### config.mk
export PLATFORM = sky130hd
export DESIGN_NAME = bridge_scheduler
export DESIGN_NICKNAME = d
export VERILOG_FILES = /design/src/rtl/bridge_scheduler.sv
export SDC_FILE = /design/constraint.sdc
export NUM_CORES = 1
export LEC_CHECK = 0
export ABC_AREA = 1
export CAP_MARGIN = 20
export CORE_MARGIN = 3
export CORE_UTILIZATION = 35
export DETAILED_ROUTE_END_ITERATION = 10
export HOLD_SLACK_MARGIN = 0.02
export PLACE_DENSITY = 0.66
export SYNTH_ARGS = -nofsm -noshare
export SYNTH_HDL_FRONTEND = slang
export SYNTH_SLANG_ARGS = --single-unit
### constraint.sdc
create_clock -name clk -period 8.31 [get_ports clk]
set_clock_uncertainty 0.1 [all_clocks]
set_input_delay 1.2465 -clock clk [delete_from_list [all_inputs] [get_ports clk]]
set_output_delay 1.2465 -clock clk [all_outputs]
set_load 0.005 [all_outputs]
### src/rtl/bridge_scheduler.sv
// Downlink/uplink CAN bridge scheduler: downlink FIFO, tx/rx alternation, round-robin rx bus pick.
// Optional per-transaction timeout with abort is built when BRIDGE_SCHED_TIMEOUT_EN is defined.
module bridge_scheduler #(
    parameter int N_BUSES     = 32,
    parameter int MSG_W       = 76,
    parameter int FIFO_DEPTH  = 4,
    parameter int TIMEOUT_CYC = 1000000,
    localparam int BUS_W      = (N_BUSES > 1) ? $clog2(N_BUSES) : 1,
    localparam int LVL_W      = $clog2(FIFO_DEPTH + 1)
) (
    input  logic               clk,
    input  logic               rst,
    input  logic               tra_valid,
    output logic               tra_ready,
    input  logic [MSG_W-1:0]   tra_data,
    input  logic [BUS_W-1:0]   tra_bus,
    input  logic [N_BUSES-1:0] irq_can_rec,
    output logic [N_BUSES-1:0] rec_ack,
    output logic               start_write,
    output logic               start_read,
    output logic [MSG_W-1:0]   write_data,
    output logic [BUS_W-1:0]   write_bus,
    output logic [BUS_W-1:0]   read_bus,
    input  logic               end_write,
    input  logic               end_read,
    output logic               abort,
    output logic               timeout_err,
    output logic [LVL_W-1:0]   fifo_level,
    output logic [7:0]         statedeb
);

    localparam int PTR_W = $clog2(FIFO_DEPTH);
    localparam int ENT_W = BUS_W + MSG_W;

    typedef enum logic [7:0] {
        S_IDLE  = 8'h01,
        S_WRITE = 8'h02,
        S_READ  = 8'h03
`ifdef BRIDGE_SCHED_TIMEOUT_EN
        , S_ABORT = 8'h04
`endif
    } state_t;

    state_t             state, next_state;
    logic               go_write, go_read;
    logic               last_write;
    logic [BUS_W-1:0]   rr_ptr;
    logic               rx_found;
    logic [BUS_W-1:0]   rx_bus;

    // Downlink handshake: a message transfers on a rising edge where tra_valid && tra_ready.
    // tra_ready depends only on the FIFO level, never on tra_valid.
    logic [ENT_W-1:0]   mem [FIFO_DEPTH];
    logic [PTR_W-1:0]   wr_ptr, rd_ptr;
    logic [LVL_W-1:0]   level;
    logic               push;
    logic [ENT_W-1:0]   head;

    assign tra_ready  = (level < LVL_W'(FIFO_DEPTH));
    assign push       = tra_valid && tra_ready;
    assign head       = mem[rd_ptr];
    assign fifo_level = level;
    assign statedeb   = state;

    always_ff @(posedge clk) begin
        if (push) begin
            mem[wr_ptr] <= {tra_bus, tra_data};
        end
    end

    always_ff @(posedge clk) begin
        if (rst) begin
            wr_ptr <= '0;
            rd_ptr <= '0;
            level  <= '0;
        end else begin
            if (push) wr_ptr <= wr_ptr + PTR_W'(1);
            if (go_write) rd_ptr <= rd_ptr + PTR_W'(1);
            if (push && !go_write) level <= level + LVL_W'(1);
            else if (!push && go_write) level <= level - LVL_W'(1);
        end
    end

    // First pending receive bus strictly after rr_ptr, wrapping.
    always_comb begin
        rx_found = 1'b0;
        rx_bus   = '0;
        for (int i = 1; i <= N_BUSES; i++) begin
            if (!rx_found && irq_can_rec[BUS_W'((int'(rr_ptr) + i) % N_BUSES)]) begin
                rx_found = 1'b1;
                rx_bus   = BUS_W'((int'(rr_ptr) + i) % N_BUSES);
            end
        end
    end

`ifdef BRIDGE_SCHED_TIMEOUT_EN
    localparam int CNT_W = (TIMEOUT_CYC > 1) ? $clog2(TIMEOUT_CYC) : 1;
    logic [CNT_W-1:0] tmo_cnt;
    logic             tmo_hit;

    assign tmo_hit = (tmo_cnt == CNT_W'(TIMEOUT_CYC - 1));
    assign abort   = (state == S_ABORT);

    always_ff @(posedge clk) begin
        if (rst) begin
            tmo_cnt     <= '0;
            timeout_err <= 1'b0;
        end else begin
            if (go_write || go_read) tmo_cnt <= '0;
            else if (state == S_WRITE || state == S_READ) tmo_cnt <= tmo_cnt + CNT_W'(1);
            if (next_state == S_ABORT) timeout_err <= 1'b1;
        end
    end
`else
    assign abort       = 1'b0;
    assign timeout_err = 1'b0;
`endif

    always_comb begin
        next_state = state;
        go_write   = 1'b0;
        go_read    = 1'b0;
        unique case (state)
            S_IDLE: begin
                // On a tie, serve the class not served last so tx and rx alternate.
                if ((level != '0) && (!rx_found || !last_write)) begin
                    next_state = S_WRITE;
                    go_write   = 1'b1;
                end else if (rx_found) begin
                    next_state = S_READ;
                    go_read    = 1'b1;
                end
            end
            S_WRITE: begin
                if (end_write) next_state = S_IDLE;
`ifdef BRIDGE_SCHED_TIMEOUT_EN
                else if (tmo_hit) next_state = S_ABORT;
`endif
            end
            S_READ: begin
                if (end_read) next_state = S_IDLE;
`ifdef BRIDGE_SCHED_TIMEOUT_EN
                else if (tmo_hit) next_state = S_ABORT;
`endif
            end
            default: next_state = S_IDLE;
        endcase
    end

    always_ff @(posedge clk) begin
        if (rst) begin
            state       <= S_IDLE;
            start_write <= 1'b0;
            start_read  <= 1'b0;
            rec_ack     <= '0;
            write_data  <= '0;
            write_bus   <= '0;
            read_bus    <= '0;
            rr_ptr      <= BUS_W'(N_BUSES - 1);
            last_write  <= 1'b0;
        end else begin
            state       <= next_state;
            start_write <= go_write;
            start_read  <= go_read;
            rec_ack     <= (state == S_READ && end_read) ? (N_BUSES'(1) << read_bus) : '0;
            if (go_write) begin
                write_data <= head[MSG_W-1:0];
                write_bus  <= head[ENT_W-1:MSG_W];
            end
            if (go_read) begin
                read_bus <= rx_bus;
                rr_ptr   <= rx_bus;
            end
            // Leaving a transaction by completion or abort records its class.
            if (state == S_WRITE && next_state != S_WRITE) last_write <= 1'b1;
            else if (state == S_READ && next_state != S_READ) last_write <= 1'b0;
        end
    end

endmodule

==> results.sh, run 1 <==
export IMPL_status="completed"
export IMPL_p_sw_mw=1.25
export IMPL_rows=89
export IMPL_nets=2458
export IMPL_die_area_um2=63200
export IMPL_io_pins=252
export IMPL_first_pass_iters=5
export IMPL_grt_setup_unrepaired="false"
export IMPL_internal_power_mw=4.13
export IMPL_syn_avg_cell_area_um2=10.0
export IMPL_grt_max_degree=94
export IMPL_grt_overflow=0
export IMPL_routabilityCongestion=0.945
export IMPL_worstSetupPathType="reg -> reg"
export IMPL_async_flop_share_pct=0
export IMPL_core_area_um2=59200
export IMPL_fin_ws_ns=1.24
export IMPL_hold_path_class="reg -> reg"
export IMPL_die_h_um=251
export IMPL_dp_cells=3042
export IMPL_path_common_cell="nand4_2"
export IMPL_postCtsHoldBufs=0
export IMPL_fin_cells=3139
export IMPL_synth_top_flop_cell="edfxtp_1"
export IMPL_fin_util_pct=43.8
export IMPL_num_vias=16600
export IMPL_dp_slack_ns=1.26
export IMPL_swShare_pct=23.3
export IMPL_post_cts_setup_buffers=0
export IMPL_dr_first_iter_drc_count=1146
export IMPL_place_port_buffers=249
export IMPL_whs_ns=0.389
export IMPL_die_w_um=251
export IMPL_grt_pass1_vias=16200
export IMPL_initial_utilization_pct=35.6
export IMPL_grt_use_total_pct=20.1
export IMPL_htreeDepth=2
export IMPL_wl_per_cell_um=20.7
export IMPL_antenna_found_initial=13
export IMPL_grt_pass1_wl_mm=97.3
export IMPL_cts_resized=0
export IMPL_relSlewSlack_pct=37.2
export IMPL_synth_seq_cells=465
export IMPL_synth_distinct_cells=45
export IMPL_syn_area_um2=21100
export IMPL_yosys_warnings=0
export IMPL_clock_sinks=465
export IMPL_totalPowerFinal_mw=5.39
export IMPL_cts_buffers=49
export IMPL_yosysSeqAreaShare_pct=59.6
export IMPL_dpl_instance_area_um2=24200
export IMPL_crit_arrival_ns=7.47
export IMPL_synth_edff_count=324
export IMPL_viasPerCell=5.29
export IMPL_setup_violations_final=0
export IMPL_finalHoldViolations=0
export IMPL_worstMarginPinSlew_ns=0.939
export IMPL_ant_nets=0
export IMPL_post_route_min_period_ns=7.07
export IMPL_p_per_area_nw_per_um2=207
export IMPL_fin_tns_setup_ns=0
export IMPL_dpl_hpwl_mm=43.6
export IMPL_drt_wl_total_mm=64.9
export IMPL_power_frac_seq_pct=48.6
export IMPL_worst_setup_path_end_kind="flop"
export IMPL_power_frac_comb_pct=9.1
export IMPL_slowest_delay_ns=0.66
export IMPL_fmax_mhz=141
export IMPL_critPathLaunchType="flop"
export IMPL_drv_slew=0
export IMPL_period_share_pct=85.1
export IMPL_p_clk_share_pct=42.3
export IMPL_layout_drive_gt1_share_pct=10.0
export IMPL_fin_area_um2=26000
export IMPL_cts_path_max_buffers=3
export IMPL_cp_max_fo=35
export IMPL_cts_tree="yes"
export IMPL_crit_path_top_delay_cell="dfxtp_1"
export IMPL_maxCapViolations=0
export IMPL_crit_required_ns=8.71
export IMPL_clk_pin_slew_ns=0.06
export IMPL_power_leakage_nw=9.56
export IMPL_route_detailed_drc=0
export IMPL_cts_root_buffer="clkbuf_16"
export IMPL_synth_cells=2100
export IMPL_syn_to_final_growth_pct=23.3
export IMPL_ir_drop_mv=0.223
export IMPL_clk_latency_ns=0.59
==> worst paths after layout <==
check / startpoint / end / slack (ns) / cells after the start
max: rr_ptr[2] / write_data[58] / 1.24 / 30
min: write_data[44] / write_data[44] / 0.39 / 2
max reg2reg: rr_ptr[2] / write_data[58] / 1.24 / 30
min reg2reg: write_data[44] / write_data[44] / 0.39 / 2
==> sequential cells by signal, summed over array words and instances, names as in the netlist <==
name,count
fifo_level,3
last_write,1
mem,324
rd_ptr,2
read_bus,5
rec_ack,32
rr_ptr,5
start_read,1
start_write,1
statedeb,8
wr_ptr,2
write_bus,5
write_data,76
==> kinds of logic after synthesis <==
kind of cell / Yosys count / synth area share, %
AND/OR/NAND/NOR: 1043 / 22.1
flip-flops: 465 / 59.6
AO/OA/AOI/OAI: 319 / 11.3
buffers and inverters: 233 / 4.97
XOR/XNOR: 20 / 0.867
adder cells (fa/ha/maj): 19 / 1.16
other: 1 / 0.0178
==> critical path: cells and delay by family (launching register included) <==
family / cells / cell delay, ns
flip-flops: 1 / 0.66
XOR/XNOR: 1 / 0.58
adder cells (fa/ha/maj): 1 / 0.29
buffers and inverters: 4 / 1.21
AO/OA/AOI/OAI: 1 / 0.19
AND/OR/NAND/NOR: 23 / 3.89
==> routing by layer <==
metal | wire length [um] | part of all wire, % | GRT usage, %
met1 | 26300 | 41 | 24.8
met2 | 31400 | 48 | 34.1
met3 | 5360 | 8.3 | 5.91
met4 | 1690 | 2.6 | 6.05
met5 | 99 | 0.15 | 0
==> power by group through the flow <==
stage / Clock [mW] / Sequential, mW / Combinational [mW]
floorplan: 0 / 2.68 / 0.273
global placement: 0 / 2.67 / 0.486
detailed placement: 0 / 2.67 / 0.492
CTS: 2.34 / 2.62 / 0.494
global route: 2.42 / 2.63 / 0.537
finish: 2.28 / 2.62 / 0.491
==> placed cells by master, fill, tap and decap left out, types with 49 or more instances in the layout <==
cell / count
clkbuf_16: 49
inv_1: 98
nand4_1: 52
edfxtp_1: 324
nor2_1: 143
o21ai_2: 81
nand2_1: 477
nand3_1: 327
a32o_1: 81
clkdlybuf4s50_1: 249
a21oi_1: 102
dfxtp_1: 139
==> cell usage after synthesis (18+ instances only) <==
master	count	share of area (%)
a21oi_1	102	2.4
a32o_1	81	3.8
clkbuf_1	75	1.3
dfxtp_1	141	13
edfxtp_1	324	46
ha_1	18	1.1
inv_1	99	1.8
nand2_1	477	8.5
nand3_1	327	7.8
nand4_1	52	1.5
nor2_1	147	2.6
o21ai_0	30	0.71
o21ai_2	81	3.4
==> area by class of cell <==
class,count,area [um2]
timing repair buffer,284,2780
antenna,4,10.0
tap,773,967
inverter,112,427
clock inverter,23,337
multi-input combinational,1409,7540
fill,5574,33300
clock buffer,69,1360
sequential,465,12600
No activity file was read; power rests on OpenSTA's default activity.
==> run 2: changes to the inputs <==
--- a/config.mk
+++ b/config.mk
@@ -9,8 +9,10 @@
 export CAP_MARGIN = 20
 export CORE_MARGIN = 3
 export CORE_UTILIZATION = 35
+export CTS_BUF_LIST = sky130_fd_sc_hd__clkbuf_8
 export DETAILED_ROUTE_END_ITERATION = 10
 export HOLD_SLACK_MARGIN = 0.02
+export MAX_ROUTING_LAYER = met4
 export PLACE_DENSITY = 0.66
 export SYNTH_ARGS = -nofsm -noshare
 export SYNTH_HDL_FRONTEND = slang
==> results.sh, run 2 (synthesis gave the netlist of run 1 again) <==
export IMPL_clk_pin_slew_ns=0.06
export IMPL_fin_tns_setup_ns=0
export IMPL_crit_required_ns=8.74
export IMPL_worst_setup_path_end_kind="flop"
export IMPL_grt_use_total_pct=21.1
export IMPL_internal_power_mw=3.80
export IMPL_finalHoldViolations=0
export IMPL_hold_path_class="reg -> reg"
export IMPL_cp_max_fo=17
export IMPL_io_pins=252
export IMPL_p_per_area_nw_per_um2=197
export IMPL_drv_slew=0
export IMPL_reg2reg_to="fifo_level[1]"
export IMPL_dpl_hpwl_mm=43.7
export IMPL_dp_slack_ns=1.75
export IMPL_first_pass_iters=5
export IMPL_worst_r2r_cell_count=31
export IMPL_rrSetupSlack_ns=1.64
export IMPL_p_clk_share_pct=39.0
export IMPL_worstMarginPinSlew_ns=1.11
export IMPL_cts_root_buffer="clkbuf_8"
export IMPL_fin_area_um2=25800
export IMPL_clock_sinks=465
export IMPL_rows=89
export IMPL_fmax_mhz=150
export IMPL_ant_nets=0
export IMPL_maxCapViolations=0
export IMPL_largest_register="mem"
export IMPL_core_area_um2=59200
export IMPL_grt_setup_unrepaired="false"
export IMPL_min_to="write_data[37]"
export IMPL_viasPerCell=5.24
export IMPL_seqCellArea_um2=12600
export IMPL_largest_register_ffs=324
export IMPL_p_sw_mw=1.29
export IMPL_routabilityCongestion=0.956
export IMPL_initial_utilization_pct=35.6
export IMPL_grt_pass1_wl_mm=98.8
export IMPL_nets=2487
export IMPL_crit_path_top_delay_cell="ha_1"
export IMPL_top_regs="mem: 324 flops, write_data: 76 flops, rec_ack: 32 flops"
export IMPL_dr_first_iter_drc_count=1328
export IMPL_relSlewSlack_pct=25.7
export IMPL_critPathLaunchType="flop"
export IMPL_whs_ns=0.387
export IMPL_cts_resized=0
export IMPL_wl_per_cell_um=20.6
export IMPL_dp_cells=3043
export IMPL_drt_wl_total_mm=65.7
export IMPL_power_leakage_nw=9.65
export IMPL_path_buf_inv=5
export IMPL_crit_arrival_ns=7.10
export IMPL_final_common_cell="nand2_1"
export IMPL_layout_drive_gt1_share_pct=11.2
export IMPL_route_detailed_drc=0
export IMPL_fin_util_pct=43.6
export IMPL_swShare_pct=25.3
export IMPL_place_port_buffers=249
export IMPL_period_share_pct=80.3
export IMPL_critPathTopFamily="simple AND/OR/NAND/NOR gates"
export IMPL_fin_ws_ns=1.64
export IMPL_fill_cells=5656
export IMPL_path_common_cell="nand4_2"
export IMPL_num_vias=16700
export IMPL_syn_to_final_growth_pct=22.7
export IMPL_status="completed"
export IMPL_ir_drop_mv=0.132
export IMPL_die_w_um=251
export IMPL_die_h_um=251
export IMPL_slowest_delay_ns=0.75
export IMPL_hp_start="write_data[37]"
export IMPL_post_cts_setup_buffers=0
export IMPL_grt_overflow=0
export IMPL_postCtsHoldBufs=0
export IMPL_multi_input_area_um2=7540
export IMPL_post_route_min_period_ns=6.67
export IMPL_power_frac_comb_pct=9.6
export IMPL_cts_tree="yes"
export IMPL_clk_latency_ns=0.66
export IMPL_grt_max_degree=100
export IMPL_grt_pass1_vias=16600
export IMPL_dpl_instance_area_um2=24200
export IMPL_cts_path_max_buffers=3
export IMPL_fin_cells=3195
export IMPL_totalPowerFinal_mw=5.09
export IMPL_final_cell_mix="nand2_1, nand3_1, edfxtp_1"
export IMPL_htreeDepth=3
export IMPL_cts_buffers=77
export IMPL_worstSetupPathType="reg -> reg"
export IMPL_antenna_found_initial=9
export IMPL_power_frac_seq_pct=51.5
export IMPL_worstHoldPathCells=2
export IMPL_die_area_um2=63200
export IMPL_setup_violations_final=0
export IMPL_r2r_start="rr_ptr[3]"
## run 2: cell count changes in the layout (fill, tap and decap cells not counted), sizes merged
cell	previous run	this run
clkbuf	69	86
buf	35	36
diode	4	8
bufinv	7	2
clkinvlp	1	0
clkinv	18	29
inv	109	138
## run 2: cell type report
type	instances	area share (%)
sequential	465	48.6
tap	773	3.74
multi-input combinational	1409	29.2
timing repair buffer	285	10.8
inverter	112	1.65
antenna	8	0.0774
clock inverter	57	1.43
clock buffer	86	4.58
## run 2: worst max-delay path by stage
stage | cells past startpoint | to | startpoint
2_1_floorplan | 35 | fifo_level[1] | rr_ptr[1]
3_3_place_gp | 33 | fifo_level[2] | irq_can_rec[25]
3_5_place_dp | 31 | fifo_level[1] | irq_can_rec[24]
4_1_cts | 30 | write_data[0] | rr_ptr[3]
5_1_grt | 33 | fifo_level[2] | rr_ptr[3]
6_report | 31 | fifo_level[1] | rr_ptr[3]
## run 2: routing by layer
| metal | GRT usage [%] | wire length [um] |
|---|---|---|
| met2 | 34.2 | 31600 |
| met1 | 25.4 | 27300 |
| met5 | - | 0 |
| met4 | 6.66 | 1670 |
| met3 | 6.36 | 5170 |
## run 2: worst register-to-register path: cells and delay by family (launching register included)
| kind | cells | cell delay, ns |
|---|---|---|
| AND/OR/NAND/NOR | 21 | 3.09 |
| buffers and inverters | 5 | 1.49 |
| adder cells (fa/ha/maj) | 3 | 1.37 |
| flip-flops | 1 | 0.31 |
| AO/OA/AOI/OAI | 2 | 0.22 |
## run 2: power by group through the flow
stage          Combinational [mW]  Clock, mW  Sequential (mW)
2_1_floorplan               0.273          0             2.68
3_3_place_gp                0.487          0             2.67
3_5_place_dp                0.491          0             2.67
4_1_cts                     0.493       2.05             2.62
5_1_grt                     0.539       2.15             2.63
6_report                    0.488       1.99             2.62
